`src/rtl/tt_gpio_ctrl.sv`:
```
// Controller-side GPIO pad companion: registered pad drive, synchronised and
// debounced pad input with edge pulses, and a sticky drive-conflict monitor.
module tt_gpio_ctrl #(
    parameter int SYNC_STAGES  = 2,
    parameter int FILT_W       = 4,
    parameter int CONFLICT_CYC = 8,
    parameter int CHECK_EN     = 1
) (
    input  logic              clk,
    input  logic              rst,
    input  logic [FILT_W-1:0] cfg_filt,
    input  logic              ctl_out,
    input  logic              ctl_oe,
    input  logic              ctl_clr,
    output logic              ctl_in,
    output logic              ctl_rise,
    output logic              ctl_fall,
    output logic              ctl_conflict,
    output logic              pad_out,
    output logic              pad_oe,
    input  logic              pad_in
);

    localparam int MCNT_W = $clog2(CONFLICT_CYC + 1);

    logic [SYNC_STAGES-1:0] sync_q;
    logic                   s;
    logic [FILT_W-1:0]      cnt_q, cnt_d;
    logic                   in_q, in_d;
    logic                   rise_q, rise_d;
    logic                   fall_q, fall_d;
    logic [MCNT_W-1:0]      mcnt_q, mcnt_d;
    logic                   conf_q, conf_d;
    logic                   pad_out_q, pad_oe_q;
    logic                   mismatch;
    logic                   conf_set;

    assign s = sync_q[SYNC_STAGES-1];

    // A new level is accepted once cnt has reached the threshold while s still
    // differs; >= lets a lowered threshold take effect on the next cycle.
    always_comb begin
        cnt_d  = '0;
        in_d   = in_q;
        rise_d = 1'b0;
        fall_d = 1'b0;
        if (s != in_q) begin
            if (cnt_q >= cfg_filt) begin
                in_d   = s;
                rise_d = s;
                fall_d = ~s;
            end else begin
                cnt_d = cnt_q + 1'b1;
            end
        end
    end

    always_comb begin
        mismatch = (CHECK_EN != 0) && pad_oe_q && (in_q != pad_out_q);
        mcnt_d   = '0;
        if (mismatch) begin
            mcnt_d = (mcnt_q == MCNT_W'(CONFLICT_CYC)) ? mcnt_q : mcnt_q + 1'b1;
        end
        conf_set = mismatch && (mcnt_q >= MCNT_W'(CONFLICT_CYC - 1));
        // Set has priority over a simultaneous clear.
        conf_d   = conf_set | (conf_q & ~ctl_clr);
    end

    always_ff @(posedge clk or posedge rst) begin
        if (rst) begin
            sync_q    <= '0;
            cnt_q     <= '0;
            in_q      <= 1'b0;
            rise_q    <= 1'b0;
            fall_q    <= 1'b0;
            mcnt_q    <= '0;
            conf_q    <= 1'b0;
            pad_out_q <= 1'b0;
            pad_oe_q  <= 1'b0;
        end else begin
            sync_q    <= {sync_q[SYNC_STAGES-2:0], pad_in};
            cnt_q     <= cnt_d;
            in_q      <= in_d;
            rise_q    <= rise_d;
            fall_q    <= fall_d;
            mcnt_q    <= mcnt_d;
            conf_q    <= conf_d;
            pad_out_q <= ctl_out;
            pad_oe_q  <= ctl_oe;
        end
    end

    assign ctl_in       = in_q;
    assign ctl_rise     = rise_q;
    assign ctl_fall     = fall_q;
    assign ctl_conflict = conf_q;
    assign pad_out      = pad_out_q;
    assign pad_oe       = pad_oe_q;

endmodule

```
`config.mk`:
```
export PLATFORM = sky130hd
export DESIGN_NAME = tt_gpio_ctrl
export DESIGN_NICKNAME = d
export VERILOG_FILES = /design/src/rtl/tt_gpio_ctrl.sv
export SDC_FILE = /design/constraint.sdc
export NUM_CORES = 1
export LEC_CHECK = 0
export CORE_MARGIN = 5
export CORE_UTILIZATION = 48
export CTS_BUF_LIST = sky130_fd_sc_hd__clkbuf_16
export CTS_CLUSTER_SIZE = 8
export DETAILED_ROUTE_END_ITERATION = 7
export PLACE_DENSITY = 0.77
export SYNTH_ARGS = -nofsm -noshare
export SYNTH_HDL_FRONTEND = slang
export SYNTH_SLANG_ARGS = --single-unit
```
`constraint.sdc`:
```
create_clock -name clk -period 2.4 [get_ports clk]
set_input_delay 0.24 -clock clk [delete_from_list [all_inputs] [get_ports clk]]
set_output_delay 0.24 -clock clk [all_outputs]
set_load 0.02 [all_outputs]
```
==> results of run 1 <==
==> placed cells by master (no fill, tap or decap), drive strengths merged <==
master,netlist,final
o21a,1,1
xnor2,2,2
clkbuf,0,3
xor2,4,4
and3,1,1
or2,1,1
dfrtp,16,16
mux2,2,2
nand2b,1,1
a2111oi,1,1
a21oi,2,2
o21ai,2,2
nor3b,2,2
nand3,2,2
nor2,8,8
o22ai,1,1
inv,8,8
nand2,4,4
clkdlybuf4s50,0,15
ha,7,7
==> cell usage after synthesis <==
| cell | n | area [sq um] |
|---|---|---|
| inv_1 | 8 | 30.03 |
| mux2_4 | 1 | 15.01 |
| a21oi_1 | 2 | 10.01 |
| o22ai_1 | 1 | 6.260 |
| ha_1 | 7 | 87.58 |
| nor2_1 | 8 | 30.03 |
| xor2_1 | 4 | 35.03 |
| a2111oi_4 | 1 | 27.53 |
| nor3b_1 | 2 | 15.01 |
| o21a_1 | 1 | 7.510 |
| mux2_2 | 1 | 11.26 |
| nand2_1 | 4 | 15.01 |
| or2_4 | 1 | 8.760 |
| and3_1 | 1 | 6.260 |
| nand2b_4 | 1 | 13.76 |
| nand3_1 | 2 | 10.01 |
| xnor2_1 | 2 | 17.52 |
| dfrtp_1 | 16 | 400.4 |
| o21ai_0 | 2 | 10.01 |
==> state kept, by name, summed over array words and instances, names as in the netlist <==
signal,cells
pad_out,1
ctl_rise,1
mcnt_q,4
sync_q,2
pad_oe,1
ctl_conflict,1
cnt_q,4
ctl_in,1
ctl_fall,1
==> per-stage QoR <==
| step | cells | power, W | setup slack (ps) |
|---|---|---|---|
| finish | 99 | 0.0009200 | 589.1 |
| global route | 99 | 0.0009790 | 510.9 |
| CTS | 99 | 0.0009361 | 564.5 |
| detailed placement | 96 | 0.0006117 | 335.1 |
| global placement | 96 | 0.0006027 | 375.9 |
| floorplan | 65 | 0.0005340 | 670.4 |
==> worst register-to-register path: cells and delay by family, from the launching register on <==
| family | cells | cell delay [ps] |
|---|---|---|
| flip-flops | 1 | 380 |
| AO/OA/AOI/OAI | 1 | 360 |
| AND/OR/NAND/NOR | 2 | 340 |
| multiplexers | 1 | 290 |
| adder cells (fa/ha/maj) | 1 | 260 |
| buffers and inverters | 1 | 60 |
==> worst max path at each step <==
| stage | startpoint | endpoint | slack, ps |
|---|---|---|---|
| 3_3_place_gp | cfg_filt[0] | ctl_in$_DFFE_PP0P_ | 380 |
| 2_1_floorplan | cnt_q[0]$_DFF_PP0_ | ctl_in$_DFFE_PP0P_ | 670 |
| 6_report | cnt_q[0]$_DFF_PP0_ | ctl_in$_DFFE_PP0P_ | 590 |
| 3_5_place_dp | cfg_filt[0] | ctl_in$_DFFE_PP0P_ | 340 |
| 5_1_grt | cnt_q[0]$_DFF_PP0_ | ctl_in$_DFFE_PP0P_ | 510 |
| 4_1_cts | cnt_q[0]$_DFF_PP0_ | ctl_in$_DFFE_PP0P_ | 560 |
==> metal layers <==
| metal | global-route usage [%] | vias to the layer above | share of wire [%] | wire, um |
|---|---|---|---|---|
| met5 | 0 | - | 0 | 0 |
| met4 | 5.240 | 0 | 0.95 | 12 |
| met3 | 4.819 | 2 | 9.0 | 113 |
| met2 | 20.76 | 12 | 50 | 624 |
| met1 | 12.43 | 248 | 40 | 509 |
| li1 | - | 248 | - | - |
==> power by group through the flow <==
stage,combinational (W),clock (W),sequential [W]
floorplan,0.000168,0,0.000366
global placement,0.000246,0,0.000356
detailed placement,0.000253,0,0.000358
CTS,0.000262,0.000320,0.000354
global route,0.000287,0.000331,0.000361
finish,0.000257,0.000309,0.000354
==> final cells by class <==
| class | instances | area (sq um) | area share, % |
|---|---|---|---|
| flip-flops and latches | 16 | 400.4 | 39.95 |
| inverters | 8 | 30.03 | 2.996 |
| well taps | 16 | 20.02 | 1.998 |
| multi-input cells | 41 | 326.6 | 32.58 |
| clock buffers | 3 | 75.07 | 7.491 |
| repair buffers | 15 | 150.1 | 14.98 |
==> cell families after synthesis <==
logic type	count (synthesis)	share of synthesized area, %
and+or+nand+nor	19	13.06
DFF	16	52.89
buffers and inverters	8	3.967
AOI/OAI and AO/OA	7	8.101
adders and majority gates	7	11.57
xor gates and xnor gates	6	6.942
muxes	2	3.470
==> impl_metrics.csv, run 1 <==
group,metric,value,unit
logic_synthesis,ys_seq_elements,16,
critical_path,worstPathRequired,2520,ps
pwr,p_leak,0.4705,nW
critical_path,worstPathMaxFanout,4,
floorplan,start_util,50.25,%
min_path,hold_end,"sync_q[1]$_DFF_PP0_",
clocking,clk_latency,240,ps
timing,tightest_slew,582.3,ps
critical_path,worstSetupEndpointType,"register",
drt,drc_errors,0,
critical_path,crit_slowest_cell,"dfrtp_1",
logic_synthesis,synth_cells,65,
pwr,power_frac_seq,38.5,%
floorplan,dieHeight,49.71,um
critical_path,cp_cell_sequence,"inv_1 > ha_1 > nand2b_4 > a2111oi_4 > or2_4 > mux2_4",
timing,timing.hold.ws,354.2,ps
pwr,p_int,0.0006685,W
logic_synthesis,syn_area,757.0,sq um
cells_and_area,finalCoreUtilization,66.53,%
run,max_cap_violations,0,
critical_path,crit_path_max_incr_delay,380,ps
critical_path,cp_top_family,"flip-flops",
cells_and_area,antenna_cells,0,
cells_and_area,layout-drive-gt1-share,9.639,%
logic_synthesis,avgSynthCellArea,11.65,sq um
critical_path,r2r-end,"ctl_in$_DFFE_PP0P_",
drt,wirelength,1259,um
floorplan,core,0.001506,sq mm
logic_synthesis,ys.warnings.count,0,
clocking,cts_resized,0,
pwr,combPwrFrac,27.9,%
critical_path,cp-start-kind,"register",
floorplan,rows,14,
grt,grt_pass1_vias,541,
clocking,cts_made_buffers,3,
pwr,clkPwrFrac,33.6,%
timing,skew,1.948,ps
critical_path,crit_buf_inv,1,
drt,vias_per_cell,5.152,
timing,finalHoldViolCount,0,
clocking,hold_buffers,0,
floorplan,ios,16,
cells_and_area,syn_to_final_growth,32.40,%
cells_and_area,design_area,0.001002,sq mm
critical_path,crit_cells,6,
clocking,post_cts_buffers,0,
timing,rsz0062_at_grt,"false",
min_path,holdPathStages,0,
clocking,clockBufferDepth,2,
timing,layout_worst_path_cycle_share,75.45,%
place,dpl_cell_area,927.1,sq um
logic_synthesis,synth_nets,82,
clocking,h-tree-depth,1,
floorplan,dieArea,0.002471,sq mm
timing,period_needed,1811,ps
grt,grt_max_degree,17,
place,gp_congestion,0.7618,
critical_path,rr_worst_depth,6,
pwr,p_per_area,918.0,mW/mm^2
place,hpwl,954.8,um
timing,fmax,552.2,MHz
grt,grt_usage,11.95,%
timing,relSlewSlack,61.14,%
drt,drt-initial-drc-count,2,
grt,globalRouteOverflowTotal,0,
logic_synthesis,yosysSeqAreaShare,52.89,%
clocking,cts_tree,"built",
clocking,clock_sinks,16,
drt,dr.pass1.iters,3,
pwr,p_switching,0.0002515,W
min_path,hold_path.class,"register to register",
clocking,clk_pin_slew,50,ps
timing,setup_viol,0,
drt,wl_per_cell,12.72,um
min_path,hold_start,"sync_q[0]$_DFF_PP0_",
grt,grt_pass1_wl,2270,um
pwr,peakVddDrop,0.0008932,V
floorplan,die-width,49.71,um
critical_path,path_class,"register to register",
run_status,status,"finished clean",
timing,drv_slew,0,
cells_and_area,final.fill_count,124,
critical_path,ff2ff_setup_slack,590,ps
pwr,p_sw_share,27.34,%
place,io_buffers,15,
cells_and_area,nets,102,
grt,antenna_found_initial,0,
critical_path,r2r-start,"cnt_q[0]$_DFF_PP0_",
critical_path,arrival,1930,ps
timing,finalSetupTns,0,ps
clocking,root_buffer,"clkbuf_16",
logic_synthesis,synth_cell_types,19,
drt,via_count,510,
drt,antenna_left,0,
Note: power is estimated with default switching activity, not from simulation.
==> run 2, diff against run 1 <==
Clock period 2.4 ns to 1.67 ns, I/O delays scaled along.
==> run 2 against run 1 <==
Combinational power grew 61%. Sequential share of layout area is 1.3 points lower. Clock-buffer cell count stayed put. Clock skew shrank 0.57 ps. Clock power up 44%. Critical path depth is the same. First-iteration DRC count shrank 50%. Sequential power is 43% higher. Highest routed layer unchanged. Worst hold slack got worse by 69 ps. Register-to-register slack got worse by 580 ps. Wire length up 0.48%.
==> impl_metrics.csv, run 2 (synthesized netlist as in run 1, its figures left out) <==
group,metric,value,unit
clocking,clockBufferDepth,2,
clocking,clk_latency,240,ps
critical_path,worstSetupEndpointType,"register",
pwr,p_switching,0.0003689,W
timing,finalHoldViolCount,0,
cells_and_area,layout-drive-gt1-share,13.95,%
timing,rsz0062_at_grt,"true",
clocking,clk_pin_slew,50,ps
pwr,p_sw_share,27.02,%
critical_path,cp_cell_sequence,"inv_1 > ha_1 > nand2b_4 > a2111oi_4 > or2_4 > mux2_4",
grt,grt_pass1_wl,2352,um
floorplan,start_util,50.25,%
min_path,hold_path.class,"primary input to async pin",
floorplan,rows,14,
critical_path,crit_slowest_cell,"dfrtp_1",
pwr,combPwrFrac,30.4,%
clocking,clock_sinks,16,
timing,skew,1.382,ps
drt,antenna_left,0,
timing,fmax,602.1,MHz
cells_and_area,layout_common_cells,"16 x dfrtp_1, 15 x clkdlybuf4s50_1, 8 x nor2_1, 8 x inv_1, 6 x ha_1",
pwr,p_per_area,1316,mW/mm^2
critical_path,cp-start-kind,"register",
grt,grt_max_degree,17,
drt,wirelength,1265,um
pwr,peakVddDrop,0.0008565,V
clocking,h-tree-depth,1,
place,gp_congestion,0.7688,
run,max_cap_violations,0,
cells_and_area,finalCoreUtilization,68.85,%
clocking,cts_tree,"built",
place,dp_cells,99,
pwr,p_int,0.0009962,W
cells_and_area,syn_to_final_growth,37.02,%
timing,tightest_slew,576.0,ps
timing,layout_worst_path_cycle_share,99.45,%
critical_path,arrival,1780,ps
cells_and_area,final_common_cell,"dfrtp_1",
drt,dr.pass1.iters,3,
clocking,root_buffer,"clkbuf_16",
clocking,hold_buffers,0,
floorplan,ios,16,
timing,setup_viol,0,
pwr,power_frac_seq,37.0,%
drt,vias_per_cell,5.176,
cells_and_area,largestRegisters,"cnt_q: 4 flops, mcnt_q: 4 flops, sync_q: 2 flops",
floorplan,dieArea,0.002471,sq mm
place,io_buffers,15,
critical_path,crit_path_max_incr_delay,340,ps
cells_and_area,final.fill_count,116,
clocking,post_cts_buffers,0,
cells_and_area,design_area,0.001037,sq mm
timing,finalSetupTns,0,ps
floorplan,core,0.001506,sq mm
timing,drv_slew,0,
floorplan,die-width,49.71,um
pwr,p_leak,0.4840,nW
critical_path,path_class,"register to register",
place,dpl_cell_area,949.7,sq um
timing,period_needed,1661,ps
clocking,cts_made_buffers,3,
drt,drt-initial-drc-count,1,
drt,wl_per_cell,12.40,um
drt,drc_errors,0,
pwr,clkPwrFrac,32.6,%
critical_path,worstPathMaxFanout,2,
cells_and_area,nets,105,
run_status,status,"finished clean",
grt,globalRouteOverflowTotal,0,
grt,grt_usage,12.26,%
critical_path,worstPathRequired,1790,ps
drt,via_count,528,
cells_and_area,antenna_cells,0,
place,hpwl,970.1,um
floorplan,dieHeight,49.71,um
cells_and_area,final_cells,102,
grt,antenna_found_initial,0,
timing,relSlewSlack,61.56,%
grt,grt_pass1_vias,551,
[run 2: power by group through the flow]
| stage | Sequential [W] | Combinational [W] | Clock [W] |
|---|---|---|---|
| floorplan | 0.000526 | 0.000242 | 0 |
| global placement | 0.000506 | 0.000396 | 0 |
| detailed placement | 0.000507 | 0.000409 | 0 |
| CTS | 0.000507 | 0.000420 | 0.000454 |
| global route | 0.000516 | 0.000462 | 0.000472 |
| finish | 0.000506 | 0.000415 | 0.000445 |
[run 2: stage by stage]
stage	setup slack, ps	total power [W]	hold slack, ps
after CTS	-4.928	0.001382	307.7
after floorplan	-1.731	0.0007687	80.74
after detailed placement	-270.3	0.0009153	340.3
final	9.242	0.001365	284.7
after global routing	-64.46	0.001450	364.3
after global placement	-238.1	0.0009021	333.9
[run 2: routing by layer]
layer	wire length [um]	share of wire [%]	vias up	track usage, %
met5	0	0	-	0
met4	16	1.3	0	5.240
met3	86	6.8	4	3.916
met2	643	51	14	20.34
met1	518	41	254	14.31
li1	-	-	256	-
[run 2: cell type report]
cell class / instances / area (sq um) / area share, %
Sequential cell: 16 / 400.4 / 38.60
Multi-Input combinational cell: 41 / 339.1 / 32.69
Tap cell: 16 / 20.02 / 1.930
Clock buffer: 3 / 75.07 / 7.238
Inverter: 8 / 30.03 / 2.895
Timing Repair Buffer: 18 / 172.7 / 16.65
[run 2: final timing paths]
check                                    start  depth (start not counted)                  end  slack (ps)
max                         cnt_q[0]$_DFF_PP0_                          6   ctl_in$_DFFE_PP0P_           9
min                                        rst                          2     pad_oe$_DFF_PP0_         280
max reg2reg                 cnt_q[0]$_DFF_PP0_                          6   ctl_in$_DFFE_PP0P_           9
min reg2reg                sync_q[0]$_DFF_PP0_                          0  sync_q[1]$_DFF_PP0_         350
max in group asynchronous                  rst                          2   cnt_q[3]$_DFF_PP0_        1010
min in group clk           sync_q[0]$_DFF_PP0_                          0  sync_q[1]$_DFF_PP0_         350
[run 2: critical path: cells and delay by family (launching register included)]
kind	cells	cell delay (ps)
flip-flops	1	340
multiplexers	1	290
adder cells (fa/ha/maj)	1	260
buffers and inverters	1	40
AO/OA/AOI/OAI	1	290
AND/OR/NAND/NOR	2	330
[run 2: what timing repair did]
| item | in CTS | in global routing |
|---|---|---|
| cloned | 0 | 0 |
| hold endpoints to repair | 0 | 0 |
| endpoints found under the setup margin | 1 | 1 |
| resized for setup | 1 | 0 |
==> run 3, diff against run 2 <==
Settings changed: GPL_TIMING_DRIVEN set to 0, PLACE_DENSITY 0.77 to 0.85.
==> run 3 against run 2 <==
The run now ends with negative setup slack left. Critical path depth unchanged. Clock power up 2%. Clock-buffer cell count did not move. Cell count down 0.98%. Combinational power hardly changed. Wire length up 3.5%. Flip-flop and latch count unchanged. Sequential power is essentially flat. Critical path type is now primary input to register. Largest power group unchanged. Highest routed layer unchanged.
==> impl_metrics.csv, run 3 (synthesized netlist as in run 1, its figures left out) <==
group,metric,value,unit
floorplan,start_util,50.25,%
timing,tightest_slew,564.2,ps
floorplan,rows,14,
drt,antenna_left,0,
place,dp_cells,96,
timing,relSlewSlack,62.34,%
critical_path,path_class,"primary input to register",
critical_path,rr_worst_depth,6,
clocking,clock_sinks,16,
drt,wl_per_cell,12.96,um
clocking,root_buffer,"clkbuf_16",
pwr,p_sw_share,27.87,%
timing,setup_viol,1,
pwr,p_switching,0.0003842,W
run_status,status,"finished with violations",
pwr,clkPwrFrac,33.0,%
pwr,combPwrFrac,30.2,%
critical_path,ff2ff_setup_slack,-50,ps
floorplan,ios,16,
floorplan,die-width,49.71,um
timing,rsz0062_at_grt,"true",
drt,drc_errors,0,
run,max_cap_violations,0,
cells_and_area,nets,104,
grt,grt_usage,11.65,%
critical_path,worstSetupEndpointType,"register",
drt,wirelength,1309,um
cells_and_area,antenna_cells,0,
clocking,cts_made_buffers,3,
cells_and_area,syn_to_final_growth,36.03,%
timing,layout_worst_path_cycle_share,103.6,%
min_path,hold_path.class,"primary input to async pin",
floorplan,dieArea,0.002471,sq mm
clocking,clk_latency,240,ps
floorplan,dieHeight,49.71,um
grt,globalRouteOverflowTotal,0,
place,io_buffers,15,
clocking,h-tree-depth,1,
critical_path,arrival,1860,ps
cells_and_area,design_area,0.001030,sq mm
critical_path,worstPathMaxFanout,4,
cells_and_area,largestRegisters,"cnt_q: 4 flops, mcnt_q: 4 flops, sync_q: 2 flops",
timing,skew,2.291,ps
pwr,p_per_area,1339,mW/mm^2
place,hpwl,894.4,um
clocking,clockBufferDepth,2,
critical_path,r2r-end,"ctl_in$_DFFE_PP0P_",
pwr,p_int,0.0009941,W
critical_path,worstPathRequired,1800,ps
timing,finalHoldViolCount,0,
drt,vias_per_cell,4.990,
timing,period_needed,1730,ps
grt,antenna_found_initial,0,
pwr,p_leak,0.4802,nW
cells_and_area,layout-drive-gt1-share,14.12,%
pwr,power_frac_seq,36.7,%
timing,setup_slack,-59.70,ps
drt,drt-initial-drc-count,4,
pwr,finalPower,0.001378,W
place,gp_congestion,0.6561,
clocking,hold_buffers,0,
drt,dr.pass1.iters,2,
drt,via_count,504,
run_status,violations,"negative setup slack",
clocking,cts_tree,"built",
critical_path,r2r-start,"cnt_q[0]$_DFF_PP0_",
timing,fmax,578.1,MHz
pwr,peakVddDrop,0.0007549,V
cells_and_area,layout_common_cells,"16 x dfrtp_1, 15 x clkdlybuf4s50_1, 8 x nor2_1",
cells_and_area,final_common_cell,"dfrtp_1",
place,dpl_cell_area,927.1,sq um
floorplan,core,0.001506,sq mm
grt,grt_pass1_vias,501,
grt,grt_pass1_wl,2118,um
timing,drv_slew,0,
cells_and_area,final.fill_count,112,
cells_and_area,final_cells,101,
clocking,clk_pin_slew,50,ps
critical_path,cp-start-kind,"primary input",
grt,grt_max_degree,17,
==> run 3: cell count changes in the layout (fill, tap and decap cells not counted) <==
| cell | change |
|---|---|
| buf_4 | -1 |
| inv_2 | +1 |
| inv_1 | -1 |
==> run 3: worst max-delay path, cell delays in order <==
cell and delay [ps]:
clkdlybuf4s50_1 510, ha_4 210, nand2b_4 140, a2111oi_4 350
or2_4 200, mux2_4 290
==> run 3: layer usage <==
metal  up-vias  global-route usage (%)  share of wire (%)
met3         2                   3.916                6.8
li1        254                       -                  -
met4         0                   7.424                1.1
met1       234                   12.48                 43
met5         -                       0                  0
met2        14                   19.28                 49
==> run 3: stage by stage <==
stage	TNS, ps	utilization (%)	hold WS, ps	setup slack (ps)
6_report	-59.70	68.36	274.6	-59.70
5_1_grt	-185.1	68.36	338.9	-128.9
4_1_cts	-32.46	67.03	296.1	-32.46
3_5_place_dp	-652.0	61.54	336.2	-275.4
3_3_place_gp	-532.5	61.54	334.0	-262.4
2_1_floorplan	-1.731	-	80.74	-1.731
==> run 3: repair_timing <==
action | 4_1_cts | 5_1_grt
pin swaps | 1 | 2
gates cloned | 0 | 0
setup endpoints to repair | 1 | 3
setup buffers | 1 | 1
gates resized for setup | 0 | 2
==> run 3: area by class of cell <==
type	instances	area [sq um]	area share, %
inverter	8	30.03	2.916
multi-input combinational	41	339.1	32.93
clock buffer	3	75.07	7.290
tap	16	20.02	1.944
sequential	16	400.4	38.88
timing repair buffer	17	165.2	16.04
==> run 3: power groups by stage <==
stage / clock (W) / combinational (W) / sequential, W
after floorplan: 0 / 0.000242 / 0.000526
after global placement: 0 / 0.000348 / 0.000514
after detailed placement: 0 / 0.000364 / 0.000515
after CTS: 0.000462 / 0.000393 / 0.000504
after global routing: 0.000477 / 0.000463 / 0.000515
final: 0.000455 / 0.000417 / 0.000506
==> run 3: how the worst max path moves through the flow <==
stage / from / endpoint / slack [ps] / depth (start not counted)
final: cfg_filt[0] / ctl_in$_DFFE_PP0P_ / -60 / 6
after detailed placement: cfg_filt[1] / ctl_in$_DFFE_PP0P_ / -280 / 6
after global placement: cfg_filt[1] / ctl_in$_DFFE_PP0P_ / -260 / 6
after floorplan: cnt_q[0]$_DFF_PP0_ / ctl_in$_DFFE_PP0P_ / -2 / 6
after CTS: cnt_q[0]$_DFF_PP0_ / ctl_in$_DFFE_PP0P_ / -30 / 6
after global routing: cnt_q[0]$_DFF_PP0_ / ctl_in$_DFFE_PP0P_ / -130 / 6
